`src/rtl/hazard_scoreboard_pkg.sv`:
```
// rtl/hazard_scoreboard_pkg.sv - shared constants and entry type for the hazard scoreboard
//
// Contents:
//   regfile_logsize : register index width
//   SB_NREG         : number of architectural registers (x0 hardwired zero)
//   SB_MAXLAT       : largest fixed latency accepted on issue
//   SB_LATW         : countdown width, wide enough to hold SB_MAXLAT
//   sb_entry_t      : per-register state {pend, cnt}
package hazard_scoreboard_pkg;

    localparam int regfile_logsize = 5;
    localparam int SB_NREG         = 32;
    localparam int SB_MAXLAT       = 7;
    localparam int SB_LATW         = $clog2(SB_MAXLAT + 1);

    // A pending entry with cnt == 0 is a write owned by the variable-latency
    // unit; a pending entry with cnt != 0 is a fixed-latency countdown.
    typedef struct packed {
        logic               pend;
        logic [SB_LATW-1:0] cnt;
    } sb_entry_t;

endpackage

```
`src/rtl/sb_entry.sv`:
```
// rtl/sb_entry.sv - one register's in-flight write tracker
//
// Ports:
//   clk, rst  : clock, asynchronous active-high reset
//   flush     : pipeline flush, drops any pending write
//   load      : an effective issue targets this register
//   load_var  : the issued write comes from the variable-latency unit
//   load_lat  : fixed latency of the issued write (0 = forwardable next cycle)
//   cmpl_hit  : variable-latency completion addresses this register
//   pend      : register has an unbypassable write in flight
module sb_entry
    import hazard_scoreboard_pkg::*;
(
    input  logic               clk,
    input  logic               rst,
    input  logic               flush,
    input  logic               load,
    input  logic               load_var,
    input  logic [SB_LATW-1:0] load_lat,
    input  logic               cmpl_hit,
    output logic               pend
);

    sb_entry_t st;

    // Priority: flush, then issue, then completion, then countdown.
    // Issue is already masked by flush upstream, so the order of those two
    // only matters for robustness.
    always_ff @(posedge clk or posedge rst) begin
        if (rst) begin
            st <= '0;
        end else if (flush) begin
            st <= '0;
        end else if (load) begin
            if (load_var) begin
                st.pend <= 1'b1;
                st.cnt  <= '0;
            end else begin
                // Zero latency supersedes an older write with nothing pending.
                st.pend <= (load_lat != '0);
                st.cnt  <= load_lat;
            end
        end else if (cmpl_hit && st.pend && (st.cnt == '0)) begin
            st <= '0;
        end else if (st.pend && (st.cnt != '0)) begin
            st.cnt <= st.cnt - 1'b1;
            if (st.cnt == SB_LATW'(1)) begin
                st.pend <= 1'b0;
            end
        end
    end

    assign pend = st.pend;

endmodule

```
`src/rtl/hazard_scoreboard.sv`:
```
// rtl/hazard_scoreboard.sv - tracks unbypassable in-flight writes and stalls dependent decode
//
// Ports:
//   clk, rst                    : clock, asynchronous active-high reset
//   issue_valid/wr/rd/lat/var   : instruction issued from decode and its destination timing
//   cmpl_valid, cmpl_rd         : variable-latency unit result reaches the forwarding point
//   rs1, rs2, rs1_used, rs2_used: source operands of the instruction in decode
//   flush                       : pipeline flush
//   stall                       : hold decode, issue suppressed
//   var_busy                    : a variable-latency write is outstanding
//   pending_mask                : per-register pending flags
module hazard_scoreboard
    import hazard_scoreboard_pkg::*;
#(
    parameter int NREG    = SB_NREG,
    parameter int LOGSIZE = regfile_logsize,
    parameter int MAXLAT  = SB_MAXLAT,
    parameter int LATW    = $clog2(MAXLAT + 1)
) (
    input  logic               clk,
    input  logic               rst,
    input  logic               issue_valid,
    input  logic               issue_wr,
    input  logic [LOGSIZE-1:0] issue_rd,
    input  logic [LATW-1:0]    issue_lat,
    input  logic               issue_var,
    input  logic               cmpl_valid,
    input  logic [LOGSIZE-1:0] cmpl_rd,
    input  logic [LOGSIZE-1:0] rs1,
    input  logic [LOGSIZE-1:0] rs2,
    input  logic               rs1_used,
    input  logic               rs2_used,
    input  logic               flush,
    output logic               stall,
    output logic               var_busy,
    output logic [NREG-1:0]    pending_mask
);

    logic [NREG-1:0]    pend_vec;
    logic               issue_fire;
    logic               var_v;
    logic [LOGSIZE-1:0] var_rd;

    assign issue_fire = issue_valid & ~stall & ~flush & issue_wr & (issue_rd != '0);

    assign pend_vec[0] = 1'b0;

    for (genvar i = 1; i < NREG; i++) begin : g_entry
        sb_entry u_entry (
            .clk      (clk),
            .rst      (rst),
            .flush    (flush),
            .load     (issue_fire && (issue_rd == LOGSIZE'(i))),
            .load_var (issue_var),
            .load_lat (issue_lat),
            .cmpl_hit (cmpl_valid && (cmpl_rd == LOGSIZE'(i))),
            .pend     (pend_vec[i])
        );
    end

    // Single variable-latency slot. It outlives flushes and WAW overwrites
    // of its register because the unit still writes back; only the
    // completion for var_rd retires it.
    always_ff @(posedge clk or posedge rst) begin
        if (rst) begin
            var_v  <= 1'b0;
            var_rd <= '0;
        end else if (issue_fire && issue_var) begin
            var_v  <= 1'b1;
            var_rd <= issue_rd;
        end else if (cmpl_valid && var_v && (cmpl_rd == var_rd)) begin
            var_v  <= 1'b0;
        end
    end

    assign var_busy     = var_v;
    assign pending_mask = pend_vec;

    // A second variable-latency issue must wait for the slot to free up.
    assign stall = (rs1_used & (rs1 != '0) & pend_vec[rs1])
                 | (rs2_used & (rs2 != '0) & pend_vec[rs2])
                 | (issue_valid & issue_var & var_v);

endmodule

```
`config.mk`:
```
export PLATFORM = sky130hd
export DESIGN_NAME = hazard_scoreboard
export DESIGN_NICKNAME = d
export VERILOG_FILES = /design/src/rtl/hazard_scoreboard_pkg.sv /design/src/rtl/sb_entry.sv /design/src/rtl/hazard_scoreboard.sv
export SDC_FILE = /design/constraint.sdc
export NUM_CORES = 1
export LEC_CHECK = 0
export ABC_AREA = 1
export CAP_MARGIN = 20
export CORE_MARGIN = 2
export CORE_UTILIZATION = 35
export DETAILED_ROUTE_END_ITERATION = 10
export DONT_BUFFER_PORTS = 1
export PLACE_DENSITY_LB_ADDON = 0.1
export SYNTH_ARGS = -nofsm -noshare
export SYNTH_HDL_FRONTEND = slang
export SYNTH_SLANG_ARGS = --single-unit
```
`constraint.sdc`:
```
create_clock -name clk -period 8 [get_ports clk]
set_input_delay 1.6 -clock clk [delete_from_list [all_inputs] [get_ports clk]]
set_output_delay 1.6 -clock clk [all_outputs]
set_load 0.02 [all_outputs]
```
==> impl_metrics.toml <==
[yosys]
synth_warnings = 0
synth_seq_area_share_pct = 28.8
ys.flop_type = "dfrtp_1"
syn_nets = 1793
synth_area_um2 = 11300
async_flop_share_pct = 100
synth-seq-cells = 130
synth_edf_count = 0
synth.distinct_cells = 40
avgSynthCellArea_um2 = 6.78
syn_inst = 1668

[cts]
path_clk_slew_ns = 0.06
cts_resized = 0
clk_latency_ns = 0.44
clockBufferDepth = 2
tritoncts = "done"
root_buffer = "clkbuf_16"
clock-sinks = 130
numCtsBuffers = 17
htreeDepth = 4
hold_buffers = 0
cts_setup_buffers = 0

[min_path]
hp-class = "register to register"

[critical_path]
path_max_fanout = 21
setup.worst_path.class = "primary input to output pin"
ff2ff_path_depth = 15
crit_path_max_incr_delay_ns = 0.33
crit_chain = "inv_2 > nand2_1 > nand3_1 > nand2_1 > nand2_1 > nand2_1 > nor2_1 > nand2_1 > nand3_1 > nand3_1"
reg2reg_to = "g_entry[11].u_entry.st[1]"
endpoint_kind = "output pin"
endpoint = "stall"
critical_path.startpoint = "rs2[0]"
timing.rr.start = "g_entry[5].u_entry.pend"
crit_arrival_ns = 2.67
slowest_stage = "nand3_1"
critPathRequiredTime_ns = 6.40
startpoint_type = "primary input"
r2r_slack_ns = 4.63
worst_path_most_repeated_cell = "nand2_1"

[die]
die_width_um = 184
dieArea_um2 = 33800
io_pins = 66
initial_core_util_pct = 35.6
fp-row-count = 65
core_area_um2 = 31700
die_h_um = 184

[timing]
finalCritPeriodShare_pct = 53.4
finalCriticalPeriod_ns = 4.27
max_slew_margin_pct = 38.1
finalSetupTns_ns = 0
max_freq_mhz = 234
slew_violations = 0
finalClockSkew_ns = 0.00957
rsz0062_at_grt = "no"
tightest_slew_ns = 0.926
setup_viol = 0
hold_viol_final = 0

[finish]
final_cell_mix = "nand2_1 (297), inv_1 (261), nand3_1 (243), nor2_1 (141), dfrtp_1 (130)"
layout-drive-gt1-share_pct = 4.85
fin_area_um2 = 12000
nets = 1740
fillers = 3392
diodes = 0
fin_util_pct = 37.9
final_common_cell = "nand2_1"
syn2layout_area_growth_pct = 6.39

[route]
routed_wl_mm = 36.8
drc = 0
vias_per_cell = 5.25
drtIter0Drc = 809
dr.pass1.iters = 5
detail-route-antenna-nets = 0
wl_per_cell_um = 18.1
vias = 10700

[grt]
grt_antenna_before_repair = 0
grt_pass1_vias = 10100
grt_pass1_wl_mm = 57.8
grt.total_usage_pct = 22.5
grt_overflow = 0
grt_max_degree = 119

[power_and_ir_drop]
cellPowerDensity_nw_per_um2 = 190
p_leak_nw = 5.82
finalPower_mw = 2.29
irDropWorstVdd_v = 0.000140

[placed_design]
place_area_um2 = 11400
io_buffers = 0
post-dp-hpwl_mm = 26.1
place_congestion = 0.877

[outcome]
run_status = "finished clean"

[job]
maxCapViolCount = 0
## metal layers
metal / vias up / share of wire (%) / track usage (%)
met4: 0 / 2.4 / 6.85
met3: 41 / 6.7 / 6.24
li1: 5333 / - / -
met5: - / 0 / 0
met2: 269 / 45 / 36.6
met1: 5014 / 46 / 28.9
## worst max-delay path: cells and delay by family
| kind | cells | cell delay [ns] |
|---|---|---|
| simple gates | 9 | 0.92 |
| buf+inv | 1 | 0.15 |
## Yosys cell counts (4+ instances only)
cell type	count	share of area [%]
ha_1	93	10
inv_1	263	8.7
nand2_1	297	9.9
nand3b_1	8	0.53
buf_4	38	2.5
xnor2_1	31	2.4
clkinv_1	4	0.13
inv_2	4	0.13
o211ai_1	5	0.33
a21oi_1	114	5.0
nand4_1	52	2.9
nand2_2	9	0.50
dfrtp_1	130	29
nor2_1	141	4.7
o21ai_1	5	0.22
nor2_2	11	0.61
nor4_1	14	0.77
o2111ai_1	7	0.54
nor2_4	11	1.1
clkbuf_1	30	1.0
o22ai_1	8	0.44
o311ai_0	7	0.54
nand3_1	243	11
nor3_1	25	1.1
o21ai_0	93	4.1
buf_2	5	0.22
## how the worst min path moves through the flow
| stage | end | slack [ns] | depth (start not counted) | from |
|---|---|---|---|---|
| floorplan | g_entry[24].u_entry.st[1] | 0.45 | 2 | g_entry[24].u_entry.st[1] |
| global placement | g_entry[26].u_entry.st[1] | 0.47 | 2 | g_entry[26].u_entry.st[1] |
| detailed placement | g_entry[5].u_entry.st[1] | 0.47 | 2 | g_entry[5].u_entry.st[1] |
| CTS | g_entry[23].u_entry.st[1] | 0.48 | 2 | g_entry[23].u_entry.st[1] |
| global route | g_entry[23].u_entry.st[1] | 0.48 | 2 | g_entry[23].u_entry.st[1] |
| finish | g_entry[27].u_entry.st[1] | 0.48 | 2 | g_entry[27].u_entry.st[1] |
## kinds of logic after synthesis
| family | Yosys count | share of synthesized area [%] |
|---|---|---|
| AOI/OAI and AO/OA | 244 | 11.6 |
| xor gates and xnor gates | 31 | 2.40 |
| adders and majority gates | 93 | 10.3 |
| buffers and inverters | 351 | 13.3 |
| DFF | 130 | 28.8 |
| other | 1 | 0.0332 |
| and+or+nand+nor | 818 | 33.6 |
## report_power, final
| part | switching [mW] | leakage [nW] | internal (mW) |
|---|---|---|---|
| Clock | 0.319 | 0.307 | 0.555 |
| Sequential | 0.0926 | 1.70 | 0.748 |
| Combinational | 0.343 | 3.81 | 0.228 |
## through the flow
step                hold slack [ns]  cells  setup slack, ns
detailed placement            0.467   1998             3.55
CTS                           0.482   2030             3.73
global route                  0.485   2030             3.57
finish                        0.477   2030             3.73
global placement              0.466   1998             3.55
floorplan                     0.449   1668             2.93
## flip-flops by register name (all words and copies together) (netlist names)
name                  cells
g_entry.u_entry.pend     31
g_entry.u_entry.st       93
var_busy                  1
var_rd                    5
## final cells by class
type	count	area [µm²]	area share (%)
clock buffer	24	492	4.09
clock inverter	8	149	1.24
inverter	272	1030	8.55
multi-input combinational	1187	6550	54.5
sequential	130	3250	27.0
tap	402	503	4.18
timing repair buffer	7	52.6	0.437
(Power assumes the default switching activity.)
==> variant 1 (config.mk and constraints unchanged) <==
Set the package constant `regfile_logsize` to 7 (it was 5).
--- a/src/rtl/hazard_scoreboard_pkg.sv
+++ b/src/rtl/hazard_scoreboard_pkg.sv
@@ -10,3 +10,3 @@
 
-    localparam int regfile_logsize = 5;
+    localparam int regfile_logsize = 7;
     localparam int SB_NREG         = 32;
Ports: changed (resized cmpl_rd, issue_rd, rs1 and rs2); port bits go from 66 to 74. No check against the original RTL was run, so the function may have changed too.
==> variant 1 against the original RTL <==
First-iteration DRC count is 3.8% lower; synthesized cell count increased by 15%; global-route usage rose by 0.40 points; design area grew 12%; sequential share of layout area decreased by 2.5 points; total power increased by 4.3%; setup slack worse by 0.54 ns; sequential cell count grew 2; synthesized area is 13% higher; routed wire length is 17% higher; critical path type unchanged; largest power group unchanged.
==> variant 1: results (changes against the original RTL) <==
- Status: finished clean
- DP HPWL: 30,700 um (+18%)
- Yosys cell types: 41 (+2.5%)
- Worst r2r src: g_entry[18].u_entry.pend$_DFFE_PP0P_
- R2R depth: 17 (+2)
- Area contributors post-synth: dfrtp_1, nand2_1, inv_1, ha_1, nand3_1
- DRT iter0 DRCs: 778 (-3.8%)
- Max clock buf depth: 2 (unchanged)
- Detailed Route WL: 42,900 um (+17%)
- Routability cong.: 0.918 (+4.7%)
- Layout fillers: 4,004 (+18%)
- Global Route Usage Sum: 22.9% (+0.40 points)
- Leakage Power: 6.75 nW (+16%)
- Least-Margin Pin Slew: 1.07 ns (+0.139 ns)
- R2r setup slk: 4.34 ns (-0.29 ns)
- CTS resizes: 0 (unchanged)
- Hold Path Sink: g_entry[28].u_entry.st[1]$_DFFE_PP0P_
- N_diodes: 0 (unchanged)
- Share of post-route cells with drive strength above 1: 6.31% (+1.5 points)
- R2R Path End: g_entry[18].u_entry.st[2]$_DFFE_PP0P_
- Vias in the first global route: 11,500 (+14%)
- Sw frac: 35.8% (+2.8 points)
- Top flop regs: g_entry.u_entry.st x93, g_entry.u_entry.pend x31, var_rd x7
- Min-delay src: g_entry[28].u_entry.st[1]$_DFFE_PP0P_
- NumNets Final: 1,991 (+14%)
- Initial antenna violation count: 0 (unchanged)
- Worst EP arrival: 3.21 ns (+0.54 ns)
- First-pass GRT wire length: 67,100 um (+16%)
- Largest net degree at the start of global routing: 91 (-24%)
- CP Max Fanout: 31 (+48%)
- Syn nets: 2,054 (+15%)
- Async S/R FF share, synth: 100% (unchanged)
- Top post-synthesis cells by count: nand2_1, inv_1, nor2_1, nand3_1, dfrtp_1
- Vias per cell: 5.23 (-0.43%)
- Inserted Clock Buffers: 17 (unchanged)
- Register area share after synthesis: 25.8% (-2.9 points)
- Hold/Removal Path Class: register to register
- Post-Place Setup Slack: 3.16 ns (-0.389 ns)
- Worst Clk Skew: 0.0158 ns (+0.00622 ns)
- Post-CTS Setup Bufs: 0 (unchanged)
- VDD IR max: 0.000163 V (+16%)
[variant 1: cell types whose count changed in the layout (fill, tap and decap cells not counted), sizes merged, moves of 6 or more]
cell	unedited run	this run
nand2	306	415
inv	267	344
a21oi	114	44
nand4	53	113
nor2	165	223
o21ai	98	70
xor2	0	16
o2111ai	7	20
xnor2	31	21
buf	7	13
nor3	26	32
or2	1	7
[variant 1: power groups by stage]
stage | clock network, W | registers (W) | logic (W)
global route | 0.000891 | 0.000857 | 0.000815
CTS | 0.000866 | 0.000842 | 0.000703
finish | 0.000844 | 0.000843 | 0.000697
floorplan | 0 | 0.000833 | 0.000587
detailed placement | 0 | 0.000853 | 0.000700
global placement | 0 | 0.000854 | 0.000698
[variant 1: worst max-delay path by stage]
stage / slack, ns / endpoint / startpoint
3_5_place_dp: 3.16 / stall / rs1[4]
3_3_place_gp: 3.17 / stall / rs1[4]
2_1_floorplan: 2.87 / g_entry[10].u_entry.pend$_DFFE_PP0P_ / rst
5_1_grt: 3.02 / stall / rs2[0]
6_report: 3.19 / stall / rs1[4]
4_1_cts: 3.16 / stall / rs1[4]
[variant 1: through the flow]
| stage | cells | hold WS (ns) | cell area (sq um) | total power [W] | util (%) |
|---|---|---|---|---|---|
| 2_1_floorplan | 1921 | 0.449 | 12800 | 0.00142 | - |
| 3_3_place_gp | 2307 | 0.467 | 12900 | 0.00155 | 35.5 |
| 3_5_place_dp | 2307 | 0.469 | 12900 | 0.00155 | 35.5 |
| 4_1_cts | 2338 | 0.486 | 13500 | 0.00241 | 37.2 |
| 5_1_grt | 2338 | 0.501 | 13500 | 0.00256 | 37.2 |
| 6_report | 2338 | 0.482 | 13500 | 0.00239 | 37.2 |
[variant 1: worst max-delay path, cell delays in order]
cell     delay [ns]
nor3_1         0.37
a41oi_1        0.20
nand2_1        0.15
nor2_4         0.06
nor2_8         0.51
inv_1          0.30
[variant 1: cell families (layout without fill, tap and decap cells)]
family          after synthesis  count (layout)  share of synthesized area, %
compound gates              161             161                          7.45
fa+ha+maj                    93              93                          9.10
buf+inv                     444             393                          15.0
other cells                   1               1                        0.0293
flops                       132             132                          25.8
simple gates               1053            1053                          40.1
xor+xnor                     37              37                          2.53
[variant 1: layout make-up]
class / instances / share of cell area (%)
multi-input combinational: 1345 / 56.2
sequential: 132 / 24.5
inverter: 349 / 9.77
tap: 468 / 4.34
clock buffer: 22 / 3.52
clock inverter: 9 / 0.947
timing repair buffer: 13 / 0.724
[variant 1: metal layers]
metal | track usage [%] | vias up | wire [um]
met3 | 4.47 | 34 | 2880
met5 | 0 | - | 0
li1 | - | 6052 | -
met4 | 5.29 | 0 | 382
met1 | 32.4 | 5800 | 20600
met2 | 35.9 | 335 | 19000
==> variant 2 (same settings) <==
Made on the original files. Make the reset (`rst`) synchronous in 2 clocked blocks. Comments in the files are not updated.
--- a/src/rtl/sb_entry.sv
+++ b/src/rtl/sb_entry.sv
@@ -28,3 +28,3 @@
     // only matters for robustness.
-    always_ff @(posedge clk or posedge rst) begin
+    always_ff @(posedge clk) begin
         if (rst) begin
--- a/src/rtl/hazard_scoreboard.sv
+++ b/src/rtl/hazard_scoreboard.sv
@@ -63,3 +63,3 @@
     // completion for var_rd retires it.
-    always_ff @(posedge clk or posedge rst) begin
+    always_ff @(posedge clk) begin
         if (rst) begin
Formal check against the unedited RTL: not equivalent (Yosys sat finds a counterexample within 4 cycles, from zero or initial values and one cycle with rst high; the reset may be asserted at any time).
==> variant 2 against the original RTL <==
Synthesized area shrank 2.1%; setup slack lost 0.86 ns; design area shrank 4.0%; sequential cell count is the same; cell count shrank 1.1%; core utilization shrank 1.0 points; via count grew 0.65%; highest routed layer unchanged; routed wire length grew 3.8%; register-to-register slack lost 0.26 ns.
Power is not compared: it rests on default switching activity, and its combinational part moved more than twofold at a synthesized area within 25%.
==> variant 2: results (changes against the original RTL) <==
- Status: finished clean
- Sequential Power Share: 40.4%
- Min-delay src: g_entry[8].u_entry.st[1]$_SDFFE_PP0P_
- Storage element area: 2600 sq um (-20%)
- Most common flop cell mapped by yosys: dfxtp_1
- Syn nets: 1,796 (+0.17%)
- Number of port buffers: 0 (unchanged)
- Clock latency at the later pin of the worst-skew pair: 0.44 ns (about the same)
- R2r setup slk: 4.37 ns (-0.26 ns)
- DRT iter0 DRCs: 824 (+1.9%)
- Worst Clk Skew: 0.0119 ns (+0.00232 ns)
- Register area share after synthesis: 23.5% (-5.3 points)
- Non-clk invs: 217 (-20%)
- Synth Instances: 1,671 (+0.18%)
- Clock-pin slew on the worst setup and hold paths: 0.06 ns (about the same)
- Final-layout clock-cell area share: 4.94% (-0.39 points)
- Area of the multi-input gates: 6980 sq um (+6.6%)
- Routability cong.: 0.860 (-1.9%)
- Worst EP arrival: 3.53 ns (+0.86 ns)
- Layout fillers: 3,458 (+1.9%)
- Detailed Route WL: 38,200 um (+3.8%)
- First-pass GRT wire length: 59,400 um (+2.7%)
- WL/cell: 19.0 um (+5.0%)
- Placed cells: 1,979 (-0.95%)
- Share of post-route cells with drive strength above 1: 6.41% (+1.6 points)
- Slowest stage delay, CP: 0.76 ns (+0.43 ns)
- DP HPWL: 25,500 um (-2.2%)
- Bufs w/o clock: 9 (+2)
- Worst r2r src: g_entry[2].u_entry.pend$_SDFFE_PP0P_
- Multi-input gates: 1,221 (+2.9%)
- Area contributors post-synth: dfxtp_1, nand2_1, ha_1, inv_1, nand3_1
- Worst hold path stage count: 2 (unchanged)
- Top post-synthesis cells by count: nand2_1, inv_1, nand3_1, nor2_1, dfxtp_1
- CP Max Fanout: 40 (+90%)
- Vias per cell: 5.34 (+1.8%)
- Slowest-stage cell, CP: nor2_4
- Non-clk buf share: 0.585% (+0.15 points)
- Global Route Usage Sum: 23.5% (+0.98 points)
- Leakage Power: 4.65 nW
- Vias in the first global route: 10,200 (+0.91%)
- Post-Place Setup Slack: 2.88 ns (-0.666 ns)
- R2R depth: 14 (-1)
- R2R Path End: var_rd[0]$_SDFFE_PP0P_
- Hold Path Sink: g_entry[8].u_entry.st[1]$_SDFFE_PP0P_
- Fin crit share: 64.2% (+11 points)
- Net Sw Power: 0.000451 W
- Largest net degree at the start of global routing: 86 (-28%)
- CLK BUF: 18 (-25%)
- Async S/R FF share, synth: 0% (-100 points)
- Top flop regs: g_entry.u_entry.st x93, g_entry.u_entry.pend x31, var_rd x5
- Least-Margin Pin Slew: 1.06 ns (+0.129 ns)
==> variant 2: per-layer routing <==
metal  vias up  GRT usage (%)  wire length [um]
met5         -              0                 0
met4         0           8.52              1080
met3        48           4.57              1930
met2       230           39.1             17600
met1      5068           30.1             17600
li1       5380              -                 -
==> variant 2: cells by family after synthesis <==
group           share of synthesized area, %
compound gates                          11.8
xor+xnor                                2.53
fa+ha+maj                               10.5
buf+inv                                 13.4
flops                                   23.5
other cells                           0.0339
simple gates                            38.2
==> variant 2: per-stage QoR <==
| stage | instance area [sq um] | hold slack [ns] |
|---|---|---|
| finish | 11600 | 0.484 |
| global route | 11600 | 0.495 |
| CTS | 11600 | 0.485 |
| detailed placement | 11000 | 0.476 |
| global placement | 11000 | 0.473 |
| floorplan | 11100 | 0.455 |
==> variant 2: how the worst max path moves through the flow <==
stage | to | cells past startpoint
2_1_floorplan | stall | 13
3_3_place_gp | stall | 10
3_5_place_dp | stall | 10
4_1_cts | stall | 10
5_1_grt | stall | 10
6_report | stall | 10
